[src/rtl/uart_tx_engine.sv]
// UART transmitter: pops words from the TX FIFO and serialises them as
// start, DBits data (LSB first), optional even parity, then stop.
module uart_tx_engine #(
  parameter int unsigned DBits     = 8,
  parameter int unsigned SB_TICK   = 16,
  parameter bit          PARITY_EN = 1'b0
) (
  input  logic             i_clk,
  input  logic             i_areset,
  input  logic             i_s_tick,
  input  logic             i_fifo_empty,
  input  logic [DBits-1:0] i_fifo_data,
  output logic             o_fifo_rd_en,
  output logic             o_tx,
  output logic             o_tx_busy,
  output logic             o_tx_done_tick
);

  localparam int unsigned TickSpan = (SB_TICK > 16) ? SB_TICK : 16;
  localparam int unsigned TickW    = $clog2(TickSpan);
  localparam int unsigned BitW     = (DBits > 1) ? $clog2(DBits) : 1;
  localparam logic [TickW-1:0] TickBitLast  = TickW'(15);
  localparam logic [TickW-1:0] TickStopLast = TickW'(SB_TICK - 1);
  localparam logic [BitW-1:0]  BitLast      = BitW'(DBits - 1);

  typedef enum logic [2:0] {
    StIdle, StFetch, StStart, StData, StParity, StStop
  } state_e;

  state_e             r_state, w_state_d;
  logic [TickW-1:0]   r_tick, w_tick_d;
  logic [BitW-1:0]    r_bit, w_bit_d;
  logic [DBits-1:0]   r_shreg, w_shreg_d;
  logic               r_parity, w_parity_d;
  logic               r_tx, w_tx_d;
  logic               r_done, w_done_d;
  logic               w_rd_en;

  always_comb begin
    w_state_d  = r_state;
    w_tick_d   = r_tick;
    w_bit_d    = r_bit;
    w_shreg_d  = r_shreg;
    w_parity_d = r_parity;
    w_done_d   = 1'b0;
    w_rd_en    = 1'b0;
    unique case (r_state)
      StIdle: begin
        if (!i_fifo_empty) begin
          w_rd_en   = 1'b1;
          w_state_d = StFetch;
        end
      end
      StFetch: begin
        w_shreg_d  = i_fifo_data;
        w_parity_d = ^i_fifo_data;
        w_tick_d   = '0;
        w_state_d  = StStart;
      end
      StStart: begin
        if (i_s_tick) begin
          if (r_tick == TickBitLast) begin
            w_tick_d  = '0;
            w_bit_d   = '0;
            w_state_d = StData;
          end else begin
            w_tick_d = r_tick + 1'b1;
          end
        end
      end
      StData: begin
        if (i_s_tick) begin
          if (r_tick == TickBitLast) begin
            w_tick_d  = '0;
            w_shreg_d = r_shreg >> 1;
            if (r_bit == BitLast) begin
              w_state_d = PARITY_EN ? StParity : StStop;
            end else begin
              w_bit_d = r_bit + 1'b1;
            end
          end else begin
            w_tick_d = r_tick + 1'b1;
          end
        end
      end
      StParity: begin
        if (i_s_tick) begin
          if (r_tick == TickBitLast) begin
            w_tick_d  = '0;
            w_state_d = StStop;
          end else begin
            w_tick_d = r_tick + 1'b1;
          end
        end
      end
      StStop: begin
        if (i_s_tick) begin
          if (r_tick == TickStopLast) begin
            w_tick_d  = '0;
            w_done_d  = 1'b1;
            w_state_d = StIdle;
          end else begin
            w_tick_d = r_tick + 1'b1;
          end
        end
      end
      default: w_state_d = StIdle;
    endcase
  end

  // Line level follows the next state so the registered tx lines up with it.
  always_comb begin
    w_tx_d = 1'b1;
    case (w_state_d)
      StStart:  w_tx_d = 1'b0;
      StData:   w_tx_d = w_shreg_d[0];
      StParity: w_tx_d = w_parity_d;
      default:  w_tx_d = 1'b1;
    endcase
  end

  always_ff @(posedge i_clk or negedge i_areset) begin
    if (!i_areset) begin
      r_state  <= StIdle;
      r_tick   <= '0;
      r_bit    <= '0;
      r_shreg  <= '0;
      r_parity <= 1'b0;
      r_tx     <= 1'b1;
      r_done   <= 1'b0;
    end else begin
      r_state  <= w_state_d;
      r_tick   <= w_tick_d;
      r_bit    <= w_bit_d;
      r_shreg  <= w_shreg_d;
      r_parity <= w_parity_d;
      r_tx     <= w_tx_d;
      r_done   <= w_done_d;
    end
  end

  // Gated so no pop can escape while reset is held.
  assign o_fifo_rd_en   = w_rd_en & i_areset;
  assign o_tx           = r_tx;
  assign o_tx_busy      = (r_state != StIdle);
  assign o_tx_done_tick = r_done;

endmodule
[config.mk]
export PLATFORM = sky130hd
export DESIGN_NAME = uart_tx_engine
export DESIGN_NICKNAME = d
export VERILOG_FILES = /design/src/rtl/uart_tx_engine.sv
export SDC_FILE = /design/constraint.sdc
export NUM_CORES = 1
export LEC_CHECK = 0
export ABC_AREA = 1
export CORE_MARGIN = 5
export CORE_UTILIZATION = 60
export CTS_CLUSTER_DIAMETER = 50
export DETAILED_ROUTE_END_ITERATION = 16
export DONT_BUFFER_PORTS = 1
export GPL_TIMING_DRIVEN = 0
export PLACE_DENSITY = 0.73
export SLEW_MARGIN = 10
export SYNTH_ARGS = -nofsm -noshare
export SYNTH_HDL_FRONTEND = slang
export SYNTH_SLANG_ARGS = --single-unit
[constraint.sdc]
create_clock -name i_clk -period 4.1 [get_ports i_clk]
set_clock_uncertainty 0.1 [all_clocks]
set_input_delay 0.615 -clock i_clk [delete_from_list [all_inputs] [get_ports i_clk]]
set_output_delay 0.615 -clock i_clk [all_outputs]
set_load 0.02 [all_outputs]
==> results.yml <==
cells_and_area:
  drive_gt1_share_pct: 13.3
  fin_nets: 159
  multiInputGateArea_um2: 582
  synthToLayoutAreaGrowth_pct: 6.06
  final_cells: 170
  fill_cells: 187
  final_common_cell: "nand2_1"
  mostFrequentLayoutCells: "nand2_1, dfrtp_1, inv_1"
  diodes: 0
  regArea_um2: 527
detailed_routing:
  drc: 0
  antenna_left: 0
  first_pass_iters: 4
  wl_mm: 2.41
  wl_per_cell_um: 14.2
  viasPerCell: 5.65
  vias: 960
  drt_iter0_markers: 14
critical_path:
  cp-start-kind: "flip-flop"
  crit_required_ns: 3.38
  end_kind: "primary output"
  arrival_ns: 1.80
  crit_fanout: 9
  crit_type: "reg2out"
placed_design:
  placed_cells: 165
  post-dp-hpwl_mm: 1.84
  gp_congestion: 0.845
  portBuffers: 0
sta:
  max_slew_margin_pct: 40.3
  setup_viol: 0
  fin_tns_setup_ns: 0
  layout_min_cycle_time_ns: 2.52
  rsz0062_at_grt: "false"
  fin_crit_sh_pct: 61.4
  max_freq_ghz: 0.397
  final-max-slew-violation-count: 0
  hold_viol: 0
  worst_slew_pin_slew_ns: 0.893
clock_network:
  htree_levels: 1
  ctsLongestPathBuffers: 2
  clk_pin_slew_ns: 0.11
  cts_setup_buffers: 0
  numCtsBuffers: 3
  post_cts_resized: 0
  worstSkewPairLatency_ns: 0.31
  cts_tree: "built"
  ctsHoldBuffers: 1
  clock_sinks: 21
  root_buffer: "clkbuf_4"
job:
  drv_cap: 0
synthesis:
  synth_edf_count: 0
  async_flop_share_pct: 100
  ys_seq_area_share_pct: 44.8
  ys.flop_type: "dfrtp_1"
  syn_avg_cell_area_um2: 8.52
  synth_cell_types: 28
  synthesis.nets: 153
  synthesis.area_um2: 1180
  synth-seq-cells: 21
  ys_warn_count: 0
  syn_inst: 138
pwr:
  comb_power_share_pct: 40.4
  p_sw_share_pct: 42.8
  p_leak_uw: 0.000628
  ir_drop_mv: 0.349
  net-switching-power_uw: 325
  p_seq_share_pct: 46.3
  p_int_uw: 433
  power.density_nw_per_um2: 608
  p_clk_share_pct: 13.3
grt:
  gr-total-overflow: 0
  antenna_found_initial: 0
  grt_pass1_vias: 891
  grt_pass1_wl_mm: 4.04
  grtUsageTotal_pct: 19.3
  grt_start_max_net_pins: 21
floorplanning:
  dieArea_um2: 2950
  initial_utilization_pct: 61.2
  rows: 16
  die_width_um: 54.3
  fp.coreArea_um2: 1920
  die_y_um: 54.3
  io_pins: 16
worst_hold_path:
  hp-class: "in2async"
outcome:
  status: "completed"
-- cell families (layout without fill, tap and decap cells) --
family	Yosys count	after routing	share of synthesized area, %
AND/OR/NAND/NOR	72	72	30.3
flip-flops	21	21	44.8
AO/OA/AOI/OAI	19	19	11.5
buffers and inverters	17	22	5.74
XOR/XNOR	6	6	4.47
adder cells (fa/ha/maj)	3	3	3.19
-- flip-flops by register name (all words and copies together) (netlist names) --
name and count:
r_shreg 8, r_tick 4, r_bit 3, r_state 3, o_tx 1, o_tx_done_tick 1
r_parity 1
-- cells in the mapped netlist (2+ instances only) --
cell type	count	share of area [%]
xnor2_1	5	3.7
inv_1	15	4.8
nand4_1	3	1.6
or2_2	2	1.1
ha_1	3	3.2
nand2_1	42	13
a32oi_1	6	4.5
o21ai_0	3	1.3
dfrtp_1	20	43
nand2_2	3	1.6
nor2_4	2	1.9
nor2_1	7	2.2
nand3_1	8	3.4
nand3_2	3	2.6
a21oi_1	2	0.85
a22oi_1	2	1.3
-- critical path: stages, from the launching register on --
cell,delay [ns]
dfrtp_1,0.38
buf_4,0.16
nor2_1,0.12
nand2_1,0.18
or2_2,0.34
nor2_1,0.32
-- power groups by stage --
stage	Clock, uW	Combinational [uW]	Sequential, uW
6_report	101	307	351
5_1_grt	111	353	359
4_1_cts	105	310	349
3_5_place_dp	0	304	353
3_3_place_gp	0	290	346
2_1_floorplan	0	251	337
-- final timing paths --
path | startpoint | end | slack [ns] | depth (start not counted)
worst max-delay path | r_state[0]$_DFF_PN0_ | o_fifo_rd_en | 1.58 | 5
worst min-delay path | i_areset | o_tx$_DFF_PN1_ | 0.03 | 0
worst max register to register | r_tick[1]$_DFFE_PN0P_ | o_tx$_DFF_PN1_ | 2.32 | 10
worst min register to register | r_bit[1]$_DFFE_PN0P_ | r_bit[1]$_DFFE_PN0P_ | 0.40 | 2
max in group asynchronous | i_areset | r_state[1]$_DFF_PN0_ | 2.59 | 1
min in group i_clk | i_fifo_data[3] | r_shreg[3]$_DFFE_PN0P_ | 0.31 | 2
-- cell type report --
type                    instances  area share, %
plain buffers                   1          0.602
clock buffers                   3           1.81
clock inverters                 1          0.401
inverters                      16           4.81
multi-input cells             100           46.6
flip-flops and latches         21           42.2
well taps                      27           2.71
repair buffers                  1          0.802
-- metal layers --
| layer | vias up | global-route usage (%) | wire (um) |
|---|---|---|---|
| met4 | 0 | 7.47 | 68 |
| li1 | 472 | - | - |
| met5 | - | 0 | 0 |
| met3 | 8 | 3.81 | 121 |
| met2 | 20 | 33.1 | 1170 |
| met1 | 460 | 23.8 | 1050 |
-- stage by stage --
| step | total power (uW) | setup WS (ns) | hold slack [ns] | instance area, um^2 | utilization [%] |
|---|---|---|---|---|---|
| after detailed placement | 657 | 1.92 | 0.220 | 1210 | 63.0 |
| final | 758 | 1.58 | 0.0305 | 1250 | 64.9 |
| after floorplan | 588 | 2.01 | 0.219 | 1180 | - |
| after CTS | 763 | 1.56 | 0.0209 | 1250 | 64.9 |
| after global routing | 823 | 1.50 | 0.00953 | 1250 | 64.9 |
| after global placement | 636 | 1.94 | 0.220 | 1210 | 63.0 |
Note: power is estimated with default switching activity, not from simulation.
